===== config.mk =====
export PLATFORM = sky130hd
export DESIGN_NAME = regfile_ram
export DESIGN_NICKNAME = d
export VERILOG_FILES = /design/src/rtl/regfile_ram.sv
export SDC_FILE = /design/constraint.sdc
export NUM_CORES = 1
export LEC_CHECK = 0
export CAP_MARGIN = 5
export CORE_ASPECT_RATIO = 0.9
export CORE_MARGIN = 3
export CORE_UTILIZATION = 50
export CTS_BUF_LIST = sky130_fd_sc_hd__clkbuf_4 sky130_fd_sc_hd__clkbuf_8
export CTS_CLUSTER_DIAMETER = 60
export DETAILED_ROUTE_END_ITERATION = 7
export DONT_BUFFER_PORTS = 1
export PLACE_DENSITY = 0.67
export SYNTH_ARGS = -nofsm -noshare
export SYNTH_HDL_FRONTEND = slang
export SYNTH_SLANG_ARGS = --single-unit
export TNS_END_PERCENT = 20

===== constraint.sdc =====
create_clock -name clk -period 2.6 [get_ports clk]
set_clock_uncertainty 0.15 [all_clocks]
set_input_delay 0.52 -clock clk [delete_from_list [all_inputs] [get_ports clk]]
set_output_delay 0.52 -clock clk [all_outputs]
set_load 0.01 [all_outputs]

===== src/rtl/regfile_ram.sv =====
// Simple dual-port 32x16 RAM, read-first, registered output; one half of a register bank.
// Optional build macro RAM_ZERO_WORD_EN hardwires address 0 to zero.
module regfile_ram #(
    parameter int DATA_WIDTH = 16,
    parameter int ADDR_WIDTH = 5,
    parameter int DEPTH      = 32
) (
    input  logic                  clk,
    input  logic                  reset,
    input  logic                  write,
    input  logic [ADDR_WIDTH-1:0] waddr,
    input  logic [DATA_WIDTH-1:0] WDATA,
    input  logic [ADDR_WIDTH-1:0] raddr,
    output logic [DATA_WIDTH-1:0] RDATA
);

    // Power-up contents are zero; reset never clears the array.
    logic [DATA_WIDTH-1:0] mem_q [DEPTH] = '{default: '0};
    logic [DATA_WIDTH-1:0] rdata_q;
    logic [DATA_WIDTH-1:0] rdata_d;
    logic                  wr_en_d;

    always_comb begin
        wr_en_d = write && !reset;
        rdata_d = reset ? '0 : mem_q[raddr];
`ifdef RAM_ZERO_WORD_EN
        if (waddr == '0) begin
            wr_en_d = 1'b0;
        end
        if (raddr == '0) begin
            rdata_d = '0;
        end
`endif
    end

    // Read samples the array before this edge's write lands (read-first).
    always_ff @(posedge clk) begin
        if (reset) begin
            rdata_q <= '0;
        end else begin
            rdata_q <= rdata_d;
        end
        if (wr_en_d) begin
            mem_q[waddr] <= WDATA;
        end
    end

    assign RDATA = rdata_q;

endmodule


Word-level counts from Yosys, hierarchy flattened
Memory sizes are Yosys's and may differ from the RTL's. A register that Yosys moved wholly into a read port is not among the register bits.
Cells that the tools add are included.
{"block": "word_totals", "ramBits": 512, "input_bits": 29, "ff_bits": 0, "out_inout_bits": 16, "n_memories": 1, "elab_cells": 5}
{"memory": "mem_q", "words": 32, "width": 16, "read_ports": 1, "rd_ports_with_merged_regs": 1, "wr": 1, "line_no": "18", "text": "logic [DATA_WIDTH-1:0] mem_q [DEPTH] = '{default: '0};"}
{"block": "op_classes", "n_mux": 2, "reduce_logical": 2}
{"operator": "$mux W1", "count": 2}
{"operator": "$logic_and A1 B1 Y1", "count": 1}
{"operator": "$logic_not A1 Y1", "count": 1}

Longest topological paths before layout
{"block": "depth", "depth_word": 4, "ltp_mapped": 8, "ltp_nobuf": 4}

Worst setup path after synthesis
OpenSTA, ideal clock, no wires.
{"block": "synth_path", "path_type": "in2reg", "start": "input reset", "end": "memory mem_q[26][0] (enable)", "arrival_ps": 2173, "path_slack_ps": -111, "setup_time_ps": 388, "cell_stages": 5, "path_buffers": 2, "required_time_ps": 2062, "path_cell_list": "clkbuf_1 nand2b_1 or3b_2 clkbuf_1 nor2_1"}
{"block": "synth_via", "elab_chain_len": 4}
{"item": "start: declaration", "line_no": "9", "text": "input logic reset,"}
{"item": "$logic_not A1 Y1", "line_no": "24", "text": "wr_en_d = write && !reset;"}
{"item": "$logic_and A1 B1 Y1", "line_no": "24"}
{"item": "$mux W1", "line_no": "43", "text": "if (wr_en_d) begin"}
{"item": "$mux W1 (not written as such)", "line_no": "44", "text": "mem_q[waddr] <= WDATA;"}
{"item": "end: declaration", "line_no": "18"}
Every way passes these cells.

==> qor.yml <==
grt_pass1_vias: 9659
syn_area_um2: 20100
first_pass_iters: 6
vias_per_cell: 5.97
synthTopCellsByCount: "edfxtp_1 (512), mux4_2 (112), mux2i_1 (64)"
finalSetupViolations: 0
pre_cts_slack_ns: 0.403
seq_area_frac_synth: 0.782
setup_slack_ns: 0.150
grt_remaining_overflow: 0
outcome: "finished clean"
fin_nets: 1018
synth-seq-cells: 528
grt_max_degree: 129
p_switching_uw: 3410
worst_r2r_path_depth: 4
path_class: "flop to flop"
p_clk_frac: 0.392
gp_congestion: 0.880
path_clk_slew_ns: 0.07
whs_path_depth: 2
h-tree-depth: 3
crit_required_ns: 2.95
yosys-top-cells-area: "edfxtp_1 (77%), mux4_2 (13%), mux2i_1 (3.2%)"
synth.distinct_cells: 28
crit_path_start: "mem_q[28][5]"
ant_nets: 0
wl_um: 44900
tns_ns: 0
rsz0062_at_grt: "false"
cts_setup_buffers: 0
pwr-share-comb: 0.042
yosysMostFrequentCell: "edfxtp_1"
drc: 0
num_antenna_cells: 0
die_h_um: 196
power_leakage_uw: 0.00725
num_vias: 9376
fin_util: 0.580
synth_top_cell_by_area: "edfxtp_1"
insertion_delay_ns: 0.61
max_slew.worst_pin.slew_ns: 1.07
power.share.sequential: 0.566
cap_viol_max_count: 0
cts_sinks: 528
drt-wirelength-per-cell_um: 28.5
antenna_found_initial: 0
die_x_um: 217
start_util: 0.515
dr.first_iter.drc_count: 805
critical_path.max_stage_delay_ns: 0.61
cts_tree: "yes"
cts_root_buf: "clkbuf_8"
rows: 68
synth_edf_count: 512
synth-main-ff-cell: "edfxtp_1"
post-route-cell-area_um2: 22600
relSlewSlack: 0.285
fin_crit_ns: 2.45
dpl.hpwl_um: 25500
area_growth_syn_to_layout_pct: 12.6
cp_slowest_cell: "dlygate4sd3_1"
yosys.area.top_type_share: 0.766
clock.fmax_mhz: 408
synth_nets: 924
cp.arrival_ns: 2.80
slew_violations: 0
synth_warnings: 0
synthCells: 895
io_buffers: 0
cts_buffer_depth: 3
drive_gt1_frac: 0.279
grtUsageTotal: 0.215
hp-start: "reset"
grt_pass1_wl_um: 65800
die_area_um2: 42600
synth-async-reset-ratio: 0
hold_viol_final: 0
period_share: 0.942
placed_cell_area_um2: 20700
p_per_area_nw_per_um2: 739
reg2reg_from: "mem_q[28][5]"
internal-power_uw: 13300
hold_class: "input pin to flop"
crit_chain: "mux4_2 > a22oi_1 > a31oi_1 > dlygate4sd3_1"
crit_path_end_kind: "flop"
crit_fanout: 1
swShare: 0.204
numCtsBuffers: 82
start_kind: "flop"
fp.coreArea_um2: 39000
num_io_pins: 45
ir_drop_uv: 505
syn_area_per_cell_um2: 22.4
## flip-flops by register name (all words and copies together) (netlist names)
signal / flops
RDATA: 16
mem_q: 512
## power groups by stage
stage	clock network [uW]	registers [uW]	logic (uW)
detailed placement	0	9640	484
finish	6550	9460	701
global placement	0	9640	482
floorplan	0	9610	466
CTS	6700	9460	700
global route	7150	9450	731
## metal layers
layer  GRT usage  share of wire  routed length (um)
met5           0              0                   0
met4      0.0768          0.033                1480
met3      0.0539          0.083                3720
met2       0.325           0.46               20800
met1       0.311           0.42               18900
## cells by family (layout without fill, tap and decap cells)
kind of cell,count (synthesis),count (layout),share of synthesized area
compound gates,75,75,0.0287
buf+inv,51,202,0.0166
flops,528,528,0.782
mux,176,176,0.158
simple gates,65,65,0.0147
## metrics by stage
stage          power, uW  std cells  hold slack (ns)
3_5_place_dp       10100       1409            0.471
4_1_cts            16900       1570          0.00538
6_report           16700       1571           0.0341
3_3_place_gp       10100       1409            0.471
2_1_floorplan      10100        895            0.469
5_1_grt            17300       1571          0.00305
## worst max-delay path: cells and delay by family (launching register included)
| family | cells | cell delay, ns |
|---|---|---|
| AOI/OAI and AO/OA | 2 | 0.73 |
| buffers and inverters | 1 | 0.61 |
| muxes | 1 | 0.49 |
| DFF | 1 | 0.36 |
## area by class of cell
cell class	count	area (um2)
clock buffer	116	1420
inverter	1	3.75
timing repair buffer	60	663
clock inverter	25	128
fill	2899	16400
tap	525	657
sequential	528	15700
multi-input combinational	316	4030
## what timing repair did
| action | CTS | global route |
|---|---|---|
| resized for setup | 0 | 0 |
| setup endpoints to repair | 0 | 0 |
| hold buffers | 20 | 1 |
| hold endpoints to repair | 528 | 1 |
## final timing paths
path                to  slack [ns]
max           RDATA[5]        0.15
min          RDATA[11]        0.03
max reg2reg   RDATA[5]        0.15
min reg2reg   RDATA[7]        0.66
## cell usage in the layout, fill, tap and decap left out, types with 2 or more instances in the layout
| cell type | n |
|---|---|
| clkinv_2 | 3 |
| a221o_1 | 16 |
| mux4_2 | 112 |
| clkinv_1 | 20 |
| nor2b_1 | 3 |
| nand3b_1 | 3 |
| nor2_1 | 38 |
| nand2_1 | 12 |
| o21ai_0 | 10 |
| dlygate4sd3_1 | 5 |
| clkbuf_8 | 87 |
| dfxtp_1 | 16 |
| edfxtp_1 | 512 |
| buf_4 | 39 |
| buf_12 | 16 |
| o2111ai_1 | 5 |
| a22oi_1 | 16 |
| or3_1 | 2 |
| a221oi_1 | 11 |
| a31oi_1 | 16 |
| clkbuf_4 | 29 |
| mux2i_1 | 64 |
| or3b_2 | 3 |
(Power assumes the default switching activity.)
==> patch 1: new RTL, same settings <==
Add a define of `RAM_ZERO_WORD_EN`.
--- a/src/rtl/regfile_ram.sv
+++ b/src/rtl/regfile_ram.sv
@@ -1,5 +1,7 @@
 // Simple dual-port 32x16 RAM, read-first, registered output; one half of a register bank.
 // Optional build macro RAM_ZERO_WORD_EN hardwires address 0 to zero.
+`define RAM_ZERO_WORD_EN
+
 module regfile_ram #(
     parameter int DATA_WIDTH = 16,
     parameter int ADDR_WIDTH = 5,
Function: changed (Yosys sat finds a counterexample within 4 cycles, from zero or initial values and one cycle with reset high).
==> patch 1 against the original RTL <==
Sequential cell count unchanged. Worst setup slack better by 0.45 ns. Cell area rose by 2.1%. Area after synthesis increased by 1.1%. Power increased by 0.72%. Hold slack better by 0.011 ns. Routed wire length fell by 0.43%. Critical path type unchanged. Largest power group unchanged.
==> patch 1: results (changes against the original RTL) <==
outcome=complete, no violations; non-clock buffer area fraction after layout=3.60% (+0.67 points); final weighted congestion in routability-driven placement=0.804 (-8.7%); number of levels in the clock H-tree=3 (unchanged); Net Switching=3480 uW (+2.2%); cell area after technology mapping=0.0203 mm^2 (+1.1%); post-synthesis compound-gate area fraction=3.79% (+0.92 points); per-instance average area after synthesis=20.4 um^2 (-9.1%); Worst Reg2Reg Path Length in Cells=4 (unchanged); synthesized-area fraction occupied by adder cells=0% (unchanged); Hold Buf Count CTS=26 (+30%); number of setup buffers added after CTS=0 (unchanged); number of standard cells in the layout, taps in and fillers out=1713 (+9.0%); proportion of cell area occupied by multi-input gates=18.6% (+0.73 points); maximum number of pins on one net before global-route repair=133 (+3.1%); R2R setup slack=0.60 ns (+0.45 ns); DP Wirelength=26.1 mm (+2.4%); vias in the first global route=10200 (+5.4%); number of DRC markers in iteration 0=1029 (+28%); count of TritonRoute iterations in the first routing pass=5 (-1); count of cell types in the netlist=36 (+29%); start point of the worst min-delay path=WDATA[2]; final-layout clock-cell area share=6.86% (+0.030 points); Total GRT Usage=21.3% (-0.20 points); top cell types by occurrence after synthesis=sky130_fd_sc_hd__edfxtp_1, sky130_fd_sc_hd__mux2i_1, sky130_fd_sc_hd__mux4_2, sky130_fd_sc_hd__nand2_1; clkbuf count=110 (-5.2%); number of antenna violations at the first check in global routing=0 (unchanged); Reg-to-Reg End=RDATA[14]; Inserted Diodes=0 (unchanged); post-CTS clock slew at the launch and capture registers of the worst setup and hold paths=0.07 ns (about the same); first-pass GRT wire length=66.6 mm (+1.2%); XOR/XNOR share of the synthesized area=0% (unchanged); Lkg Pwr=0.00766 uW (+5.7%); maximum vdd ir drop=0.468 mV (-7.3%); total placed instance area=0.0211 mm^2 (+2.2%); bufs w/o clock=85 (+42%); Final Cycle Share=77.0% (-17 points); final net count=1148 (+13%); total of fill cells in the finished design=3005 (+3.7%); sequential share of cell area=68.1% (-1.4 points); sequential area share after synthesis=77.4% (-0.84 points); Rel. slew slack=23.8% (-4.7 points); Worst-Skew Late Latency=0.63 ns (+0.02 ns); arrival time worst endpoint=2.33 ns (-0.47 ns); placed cells=1543 (+9.5%); post-placement setup slack=0.228 ns (-0.175 ns); TritonCTS buffer count=80 (-2.4%); Largest register FFs=512 (unchanged); maximum fanout along the worst path=1 (unchanged); multi-input combinational gate total=423 (+34%); final design instance area without fill=0.0231 mm^2 (+2.1%); top cells by area in the synthesized netlist=sky130_fd_sc_hd__edfxtp_1, sky130_fd_sc_hd__mux4_2, sky130_fd_sc_hd__mux2i_1; number of gates given a new drive strength after cts=0 (unchanged); mean routed wirelength per cell=26.1 um (-8.7%); CP startpoint=mem_q[15][14]; share of post-route cells with drive strength above 1=24.1% (-3.8 points); ratio of routed vias to standard cells=5.92 (-0.86%); share of cell area taken by muxes after synthesis=14.5% (-1.3 points)
-- patch 1: cell count changes after synthesis, moves of 14 or more --
cell	change
sky130_fd_sc_hd__mux4_2	-54
sky130_fd_sc_hd__a211oi_1	+16
sky130_fd_sc_hd__nand4_1	+16
sky130_fd_sc_hd__a31oi_1	-16
sky130_fd_sc_hd__a221o_1	-16
sky130_fd_sc_hd__mux2i_1	+64
sky130_fd_sc_hd__mux2_2	+14
sky130_fd_sc_hd__o221ai_1	+32
sky130_fd_sc_hd__nand2_1	+21
sky130_fd_sc_hd__a21oi_1	+16
-- patch 1: worst max-delay path: stages, from the launching register on --
cell and delay (ns):
sky130_fd_sc_hd__edfxtp_1 0.36, sky130_fd_sc_hd__mux4_2 0.48, sky130_fd_sc_hd__mux2_2 0.30, sky130_fd_sc_hd__a221oi_1 0.48, sky130_fd_sc_hd__a211oi_1 0.09
-- patch 1: worst min-delay path by stage --
stage,to,slack (ns),depth (start not counted)
2_1_floorplan,mem_q[0][0],0.47,0
3_3_place_gp,mem_q[1][11],0.47,0
3_5_place_dp,mem_q[1][7],0.47,0
4_1_cts,RDATA[7],0.0009,2
5_1_grt,mem_q[4][2],0.008,1
6_report,mem_q[15][2],0.05,1
-- patch 1: per-layer routing --
metal	routed length (um)	vias up	share of wire, %	global-route usage (%)
met1	19000	5272	43	30.3
met3	3470	80	7.8	5.51
met2	21000	403	47	32.9
li1	-	4381	-	-
met4	1120	0	2.5	6.86
met5	0	-	0	0
-- patch 1: power groups by stage --
| stage | combinational [uW] | clock, uW | sequential, uW |
|---|---|---|---|
| floorplan | 481 | 0 | 9640 |
| global placement | 491 | 0 | 9660 |
| detailed placement | 493 | 0 | 9660 |
| CTS | 680 | 6830 | 9480 |
| global route | 718 | 7210 | 9480 |
| finish | 675 | 6670 | 9480 |
==> patch 2: new RTL, config.mk and constraints unchanged <==
Made on the original files. Put one more register stage on the output `RDATA`. The value now appears one clock later.
--- a/src/rtl/regfile_ram.sv
+++ b/src/rtl/regfile_ram.sv
@@ -45,7 +45,9 @@
         end
     end
 
-    assign RDATA = rdata_q;
+    always_ff @(posedge clk) begin
+        RDATA <= rdata_q;
+    end
 
 endmodule
 
Check against the original RTL: not equivalent (Yosys sat finds a counterexample within 4 cycles, from zero or initial values and one cycle with reset high).
==> patch 2 against the original RTL <==
Global-route usage up 0.41 points. Via count up 3.7%. Cell area up 2.2%. Sequential cell count up 16. Sequential power up 2.9%. Power up 3.6%. First-iteration DRC count up 78%. Synthesized cell count up 1.8%. Routed wire length up 2.4%. Area after synthesis up 1.6%. Worst setup slack better by 0.037 ns. Critical endpoint is now rdata_q[4].
==> patch 2: results (changes against the original RTL) <==
metal2 WL=20.8 mm (-0.13%); DP Wirelength=25.9 mm (+1.4%); met2 track demand over resource in global routing=32.0% (-0.44 points); count of vias placed by the detailed router=9723 (+3.7%); count of TritonRoute iterations in the first routing pass=5 (-1); registers with the most flip-flops=mem_q: 512 flops, RDATA: 16 flops, rdata_q: 16 flops; Worst-Skew Late Latency=0.64 ns (+0.03 ns); number of antenna violations at the first check in global routing=2 (+2); sw frac=20.3% (-0.087 points); grt met3 use=6.23% (+0.84 points); top metal layer carrying routed signals=met5; Overall Power=17300 uW (+3.6%); per-instance average area after synthesis=22.4 um^2 (-0.19%); Power Clock=6880 uW (+5.0%); Hold Buf Count CTS=22 (+10%); final weighted congestion in routability-driven placement=0.810 (-8.0%); cell type group with the largest total delay on the critical path=multiplexers; Inserted Diodes=0 (unchanged); Total GRT Usage=21.9% (+0.41 points); slew at the pin with the worst max-slew slack=1.08 ns (+0.00736 ns); sequential area share after synthesis=78.6% (+0.34 points); Sequential Power=9730 uW (+2.9%); number of levels in the clock H-tree=3 (unchanged); metal3 WL=4.58 mm (+23%); maximum fanout along the worst path=1 (unchanged); hold crit path type=primary input to flip-flop; final net count=1042 (+2.4%); worst hold-check slack=0.0458 ns (+0.0117 ns); total of fill cells in the finished design=2928 (+1.0%); fraction of synthesis flops using an asynchronous set or reset pin=0% (unchanged); mean routed wirelength per cell=28.7 um (+0.44%); post-synthesis compound-gate area fraction=2.82% (-0.045 points); wirelength, routed=45.9 mm (+2.4%); share of cell area taken by muxes after synthesis=15.5% (-0.25 points); Lkg Pwr=0.00746 uW (+2.9%); XOR/XNOR share of the synthesized area=0% (unchanged); outcome=complete, no violations; CP peak stage delay=0.59 ns (-0.02 ns); number of DRC markers in iteration 0=1432 (+78%); Routed met1 length=19.7 mm (+4.4%); first-pass GRT wire length=67.5 mm (+2.6%); R2R setup slack=0.19 ns (+0.04 ns); placed cells=1437 (+2.0%); top cell types by occurrence after synthesis=sky130_fd_sc_hd__edfxtp_1, sky130_fd_sc_hd__mux4_2, sky130_fd_sc_hd__mux2i_1, sky130_fd_sc_hd__nor2_1, sky130_fd_sc_hd__dfxtp_1; Net Count, Synth=940 (+1.7%); CTS Buffer Depth=3 (unchanged); root buffer cell=sky130_fd_sc_hd__clkbuf_8; maximum vdd ir drop=0.447 mV (-11%); TritonCTS buffer count=83 (+1.2%); arrival time worst endpoint=2.78 ns (-0.02 ns); met1 capacity usage during global routing=33.2% (+2.1 points); share of post-route cells with drive strength above 1=29.0% (+1.1 points); top cells by area in the synthesized netlist=sky130_fd_sc_hd__edfxtp_1, sky130_fd_sc_hd__mux4_2, sky130_fd_sc_hd__dfxtp_1
## patch 2: stage by stage
step / worst slack [ns] / area (um^2)
6_report: 0.187 / 23100
5_1_grt: 0.0826 / 23100
4_1_cts: 0.234 / 23100
3_5_place_dp: 0.404 / 21100
3_3_place_gp: 0.399 / 21100
2_1_floorplan: -0.111 / 20400
## patch 2: worst paths after layout
kind                from             to  depth (start not counted)
min reg2reg  rdata_q[10]      RDATA[10]                          0
max          mem_q[3][4]     rdata_q[4]                          5
max reg2reg  mem_q[3][4]     rdata_q[4]                          5
min            WDATA[14]  mem_q[13][14]                          1
## patch 2: final cells by class
type / count / area (um^2) / area share, %
well taps: 532 / 666 / 2.88
clock buffers: 124 / 1520 / 6.58
clock inverters: 18 / 104 / 0.450
inverters: 1 / 3.75 / 0.0163
repair buffers: 67 / 733 / 3.18
multi-input cells: 316 / 4050 / 17.5
flip-flops and latches: 544 / 16000 / 69.4
